[config.mk]
export PLATFORM = sky130hd
export DESIGN_NAME = return_stack
export DESIGN_NICKNAME = d
export VERILOG_FILES = /design/src/rtl/return_stack_pkg.sv /design/src/rtl/return_stack_lifo_ram.sv /design/src/rtl/return_stack.sv
export SDC_FILE = /design/constraint.sdc
export NUM_CORES = 1
export LEC_CHECK = 0
export BUFFER_PORTS_ARGS = -buffer_cell sky130_fd_sc_hd__buf_2
export CORE_MARGIN = 1
export CORE_UTILIZATION = 35
export CTS_CLUSTER_SIZE = 25
export DETAILED_ROUTE_END_ITERATION = 7
export PLACE_DENSITY_LB_ADDON = 0.2
export SYNTH_ARGS = -nofsm -noshare
export SYNTH_HDL_FRONTEND = slang
export SYNTH_SLANG_ARGS = --single-unit
[constraint.sdc]
create_clock -name CLK -period 2.2 [get_ports CLK]
set_input_delay 0.11 -clock CLK [delete_from_list [all_inputs] [get_ports CLK]]
set_output_delay 0.11 -clock CLK [all_outputs]
set_load 0.01 [all_outputs]
[src/rtl/return_stack_pkg.sv]
// return_stack_pkg: shared FSM encoding, fault codes and default sizing for the return stack
package return_stack_pkg;
  localparam int DEPTH_DEF = 8;
  localparam int AW_DEF = 10;
  typedef enum logic [1:0] {
    S_EMPTY  = 2'd0,
    S_ACTIVE = 2'd1,
    S_FULL   = 2'd2,
    S_FAULT  = 2'd3
  } state_t;
  localparam logic [1:0] FC_NONE = 2'b00;
  localparam logic [1:0] FC_OVF  = 2'b01;
  localparam logic [1:0] FC_UNF  = 2'b10;
  localparam logic [1:0] FC_BOTH = 2'b11;
endpackage

[src/rtl/return_stack_lifo_ram.sv]
// lifo_ram: DEPTH x AW entry storage, one write port, asynchronous read
module lifo_ram #(
  parameter int DEPTH = 8,
  parameter int AW = 10
) (
  input  logic                     clk,
  input  logic                     wr_en,
  input  logic [$clog2(DEPTH)-1:0] wr_addr,
  input  logic [AW-1:0]            wr_data,
  input  logic [$clog2(DEPTH)-1:0] rd_addr,
  output logic [AW-1:0]            rd_data
);
  logic [AW-1:0] mem [DEPTH];
  // entries are never cleared; occupancy tracking keeps stale data unreachable
  always_ff @(posedge clk) if (wr_en) mem[wr_addr] <= wr_data;
  assign rd_data = mem[rd_addr];
endmodule

[src/rtl/return_stack.sv]
// return_stack: subroutine return-address stack with overflow/underflow/conflict fault handling
module return_stack
  import return_stack_pkg::*;
#(
  parameter int DEPTH = DEPTH_DEF,
  parameter int AW = AW_DEF
) (
  input  logic                   CLK,
  input  logic                   RESET_n,
  input  logic                   HOLD,
  input  logic                   ir_strobe,
  input  logic                   bsr_det,
  input  logic                   ret_det,
  input  logic [AW-1:0]          ret_pc,
  input  logic                   err_clr,
  output logic [AW-1:0]          ret_addr,
  output logic                   ret_valid,
  output logic [$clog2(DEPTH):0] sp,
  output logic                   empty,
  output logic                   full,
  output logic                   fault,
  output logic [1:0]             fault_code
);
  localparam int IW = $clog2(DEPTH);
  localparam int SW = IW + 1;
  state_t state, state_nx;
  logic ev, push, pop, both, do_push, do_pop, err, clr;
  logic [AW-1:0] rd_data;
  assign ev      = ir_strobe && !HOLD && state != S_FAULT;
  assign push    = ev && bsr_det && !ret_det;
  assign pop     = ev && ret_det && !bsr_det;
  assign both    = ev && bsr_det && ret_det;
  assign do_push = push && state != S_FULL;
  assign do_pop  = pop && state != S_EMPTY;
  assign err     = both || (push && state == S_FULL) || (pop && state == S_EMPTY);
  assign clr     = !HOLD && err_clr && state == S_FAULT;
  lifo_ram #(.DEPTH(DEPTH), .AW(AW)) u_ram (
    .clk    (CLK),
    .wr_en  (do_push),
    .wr_addr(sp[IW-1:0]),
    .wr_data(ret_pc),
    .rd_addr(IW'(sp - SW'(1))),
    .rd_data(rd_data)
  );
  // state register
  always_ff @(posedge CLK)
    if (!RESET_n) state <= S_EMPTY;
    else state <= state_nx;
  // next state: faults win, then clear, then push/pop occupancy transitions
  always_comb
    state_nx = err     ? S_FAULT :
               clr     ? S_EMPTY :
               do_push ? (sp == SW'(DEPTH - 1) ? S_FULL : S_ACTIVE) :
               do_pop  ? (sp == SW'(1) ? S_EMPTY : S_ACTIVE) :
               state;
  // status flags decoded straight from registered state and occupancy
  always_comb begin
    empty = sp == '0;
    full  = sp == SW'(DEPTH);
    fault = state == S_FAULT;
  end
  // occupancy, popped address, one-cycle valid pulse and latched fault cause
  always_ff @(posedge CLK)
    if (!RESET_n) begin
      sp         <= '0;
      ret_addr   <= '0;
      ret_valid  <= 1'b0;
      fault_code <= FC_NONE;
    end else begin
      ret_valid <= do_pop;
      if (do_push) sp <= sp + SW'(1);
      if (do_pop) begin
        sp       <= sp - SW'(1);
        ret_addr <= rd_data;
      end
      if (err) fault_code <= both ? FC_BOTH : push ? FC_OVF : FC_UNF;
      if (clr) begin
        sp         <= '0;
        fault_code <= FC_NONE;
      end
    end
endmodule

* Word level (Yosys, flattened, before mapping)
Memories as Yosys holds them, arrays and structs flattened. A register that Yosys moved wholly into a read port is not among the register bits.
Cells that the tools add are included.
** Word-level totals
- Memories :: 1
- Bits of input ports :: 17
- Word-level logic and storage cells :: 52
- RAM bits :: 80
- Bits in registers :: 9
- Output and inout port bits :: 20
** Operators by class
- Equality and inequality tests :: 7
- Reduce and logical (&&, ||, !) cells :: 25
- Multiplexer cells :: 12
- Bitwise logic cells :: 1
- $add $sub $neg :: 2
** Memory list
- u_ram.mem :: depth 8, width 10, rd ports 1, clocked after memory_dff 1, wr ports 1, RTL line return_stack_lifo_ram.sv:13 : logic [AW-1:0] mem [DEPTH];
** Operators with widths (count)
- two-way mux 2 bit :: 7
- logical AND 1 bit :: 13
- two-way mux 4 bit :: 2
- adder 4 x 1 -> 4 bit (second input constant) :: 1
- == test 2 bit (second input constant) :: 2
- == test 4 x 1 -> 1 bit (second input constant) :: 1
- == test 4 x 3 -> 1 bit (second input constant) :: 1
- == test 4 bit (second input constant) :: 1
- logical NOT 1 bit :: 4
- logical NOT 4 bit :: 1
- != test 2 bit (second input constant) :: 2
- nonzero test 2 bit :: 2
- nonzero test 4 bit :: 1
- subtractor 4 x 1 -> 4 bit (second input constant) :: 1
- two-way mux 1 bit :: 3
- logical NOT 2 bit :: 1
- logical OR 1 bit :: 2
- OR reduction 2 bit :: 1
- NOT 1 bit :: 1

* Logic depth before layout (Yosys ltp)
- Depth in word-level cells :: 10
- Mapped depth :: 8

* Hierarchy
Synthesis repeated with hierarchy kept, for this count alone.
** Unflattened totals
- Cells, all modules :: 247
- Area, all modules :: 4181.5 sq um
** Modules (own cells, without submodules)
- lifo_ram :: sequential area each 2402.3 sq um, times used 1, cells each 128, area an instance 3133.0 sq um
- return_stack :: sequential area each 380.4 sq um, times used 1, cells each 119, area an instance 1048.5 sq um

* Worst setup path after synthesis
No wires, ideal clock.
- Path kind :: register to register
- From :: register sp[0]
- To :: memory u_ram.mem[0][0] (enable)
- Data required time :: 1796 ps
- Stages on the path, launching flop included :: 4
- Data arrival time :: 1811 ps
- Setup time :: 404 ps
- Path buffers :: 2
- Slack :: -14 ps
- Cell sequence :: dfxtp_1 buf_6 buf_4 nor4_1
** RTL lines
- start: declaration :: RTL line return_stack.sv:18 : output logic [$clog2(DEPTH):0] sp,
- start signal: assignment :: RTL line return_stack.sv:71 : if (do_push) sp <= sp + SW'(1);
- start signal: assignment :: RTL line return_stack.sv:73 : sp <= sp - SW'(1);
- end: declaration :: RTL line return_stack_lifo_ram.sv:13
Straight into the memory's write port.

* Final worst setup path
- From :: register sp[1]
- To :: register ret_addr[2], read port of u_ram.mem
** Between the ends
- Word-level cells in the longest chain between the ends :: 1
** Ends and longest elaborated chain
- subtractor 4 x 1 -> 4 bit
- end: declaration :: RTL line return_stack.sv:16 : output logic [AW-1:0] ret_addr,
Every way passes these cells.
A chain may end at the register's enable or synchronous reset.

==> results.tsv <==
stage	metric	value	unit
route	drt_iter0_markers	83	
synthesis	synth_cell_type_count	43	
synthesis	synthArstFlopShare	0	
power_and_ir_drop	peakVddDrop	0.514	mV
clocking	cts_buffers	9	
synthesis	synth.avg_cell_area	16.0	um^2
synthesis	synth_ff_type	edfxtp_1	
setup_path	cp_data_required_time	2.42	ns
timing	fin_crit_sh	0.803	
route	wl_met2	4.22	mm
floorplan	dieHeight	109	um
timing	setup-violations-final	0	
synthesis	synth-edff-count	80	
cells_and_area	nNetsFinal	327	
setup_path	r2r_end	ret_addr[2]	
clocking	cts_resized	0	
cells_and_area	final_common_cell	edfxtp_1	
setup_path	startpoint	sp[1]	
route	wl_per_cell	19.2	um
synthesis	synthesis.area	4000	um^2
power_and_ir_drop	power_density	841	nW/um^2
setup_path	endpoint	ret_addr[2]	
timing	worst_pin_slew	0.454	ns
setup_path	r2r_start	sp[1]	
setup_path	cp_max_fo	11	
cells_and_area	fillers	1016	
clocking	cts_buffer_depth	2	
cells_and_area	layout_common_cells	80 x edfxtp_1, 36 x buf_2, 26 x nand2_1, 22 x buf_4, 20 x mux4_2	
timing	hold_violations	0	
route	highest_layer	met4	
cells_and_area	design_area	4720	um^2
placement	placed_area	4450	um^2
clocking	cts_tree	built	
floorplan	io_pins	37	
setup_path	max_stage_delay	0.47	ns
synthesis	synth.ff_latch_count	99	
route	remaining_drc_errors	0	
global_routing	antenna_found_initial	0	
floorplan	core_area	11000	um^2
setup_path	worst_setup_path_end_kind	register	
synthesis	synth-seq-area-share	0.697	
floorplan	placementRows	38	
global_routing	grt_max_degree	17	
clocking	htreeDepth	3	
route	via_per_inst	5.24	
setup_path	regToRegSetupSlack	0.43	ns
route	drt_wl_total	8.64	mm
route	dr.pass1.iters	4	
timing	fin_crit	1.77	ns
synthesis	syn_nets	269	
clocking	postCtsSetupRepairBufs	0	
hold_path	hold_depth	1	
global_routing	grt_pass1_vias	2386	
route	postRouteAntennaNets	0	
run	cap_viol_max_count	0	
setup_path	r2r_cells	6	
synthesis	ys_warn_count	0	
cells_and_area	layout-drive-gt1-share	0.334	
route	wl_met1	3.93	mm
cells_and_area	final_cell_count_no_fill	451	
setup_path	critPathSlowestCell	dfxtp_1	
floorplan	fp.dieW	109	um
route	via_count	2365	
power_and_ir_drop	power	3.97	mW
clocking	hold_buffers	0	
clocking	cts_root_buf	clkbuf_16	
hold_path	hold_class	primary input to register	
setup_path	worstPathCellList	inv_1, ha_1, buf_4, mux4_2, nand2_1, a31oi_1	
placement	gp_congestion	0.701	
clocking	clk_pin_slew	0.07	ns
floorplan	initial_core_util	0.364	
timing	clock-skew-final	0.00944	ns
timing	tns	0	ns
status	status	finished, final reports clean	
cells_and_area	area_growth	18.2	%
timing	rsz0062_at_grt	false	
placement	port_buffers	36	
global_routing	grt.overflow.total	0	
synthesis	syn_inst	249	
floorplan	die_area	11800	um^2
setup_path	startpoint_type	register	
placement	dp_hpwl	5.65	mm
route	wl_met3	318	um
timing	relSlewSlack	0.697	
setup_path	worstPathArrival	1.99	ns
timing	max_freq	566	MHz
cells_and_area	antenna_cells_inserted	0	
timing	final-max-slew-violation-count	0	
global_routing	grt_pass1_wl	13.6	mm
power_and_ir_drop	p_leak	1.64	nW
placement	dp.cells	436	
global_routing	grt_usage	0.163	
setup_path	crit_type	register to register	
clocking	insertion_delay	0.34	ns
clocking	cts_sinks	99	
cells by family after synthesis:
group	after synthesis	synth area share
AND/OR/NAND/NOR	64	0.0886
flip-flops	99	0.697
AO/OA/AOI/OAI	38	0.0564
XOR/XNOR	4	0.00877
buffers and inverters	21	0.0276
adder cells (fa/ha/maj)	3	0.00940
multiplexers	20	0.113
flip-flops by register name (all words and copies together), names as in the netlist:
signal / count
u_ram.mem: 80
ret_addr: 10
sp: 4
fault_code: 2
state: 2
ret_valid: 1
how the worst min path moves through the flow:
| stage | slack, ns | start | to |
|---|---|---|---|
| global placement | 0.39 | ret_pc[9] | u_ram.mem[1][9] |
| floorplan | 0.21 | ret_pc[0] | u_ram.mem[0][0] |
| finish | 0.04 | ret_pc[8] | u_ram.mem[7][8] |
| CTS | 0.03 | ret_pc[8] | u_ram.mem[3][8] |
| detailed placement | 0.39 | ret_pc[8] | u_ram.mem[3][8] |
| global route | 0.04 | ret_pc[2] | u_ram.mem[0][2] |
power by group:
group | total (mW) | switching (mW) | internal [mW] | leakage, nW
combinational | 0.456 | 0.253 | 0.203 | 0.642
sequential | 2.07 | 0.0259 | 2.04 | 0.874
clock | 1.45 | 0.657 | 0.792 | 0.128
total | 3.97 | 0.936 | 3.04 | 1.64
synthesized netlist by cell type, types with 2 or more instances:
cell type | count | area [um^2]
nor3_1 | 9 | 45.0
ha_1 | 3 | 37.5
mux4_2 | 20 | 450
buf_6 | 2 | 22.5
dfxtp_1 | 19 | 380
clkbuf_1 | 2 | 7.51
a21oi_1 | 5 | 25.0
buf_2 | 4 | 20.0
o21ai_0 | 14 | 70.1
nand4bb_1 | 2 | 22.5
a31oi_1 | 12 | 75.1
nand3_1 | 3 | 15.0
inv_1 | 9 | 33.8
and3_1 | 3 | 18.8
nor2_1 | 4 | 15.0
buf_4 | 3 | 22.5
xor2_1 | 2 | 17.5
nand2_1 | 26 | 97.6
edfxtp_1 | 80 | 2400
nand4_1 | 3 | 18.8
xnor2_1 | 2 | 17.5
worst max-delay path, delay by kind of cell (launching register included):
kind / cells / cell delay [ns]
buf+inv: 2 / 0.36
compound gates: 1 / 0.08
flops: 1 / 0.47
fa+ha+maj: 1 / 0.32
mux: 1 / 0.33
simple gates: 1 / 0.08
per-stage QoR:
stage               utilization  setup WS (ns)  hold slack [ns]
finish                    0.430          0.434           0.0384
CTS                       0.430          0.429           0.0338
global placement          0.405          0.503            0.385
global route              0.430          0.338           0.0395
detailed placement        0.405          0.456            0.392
floorplan                     -          0.213            0.209
metal layers:
metal,up-vias,GRT usage
li1,1093,-
met1,1208,0.209
met2,53,0.270
met3,11,0.0269
met4,0,0.0782
met5,-,0
area by class of cell:
| class | count | area [um^2] | area share |
|---|---|---|---|
| multi-input cells | 129 | 1110 | 0.235 |
| repair buffers | 58 | 345 | 0.0731 |
| clock buffers | 11 | 243 | 0.0514 |
| clock inverters | 4 | 28.8 | 0.00609 |
| inverters | 10 | 37.5 | 0.00795 |
| flip-flops and latches | 99 | 2780 | 0.590 |
| well taps | 140 | 175 | 0.0371 |
Note: power is estimated with default switching activity, not from simulation.
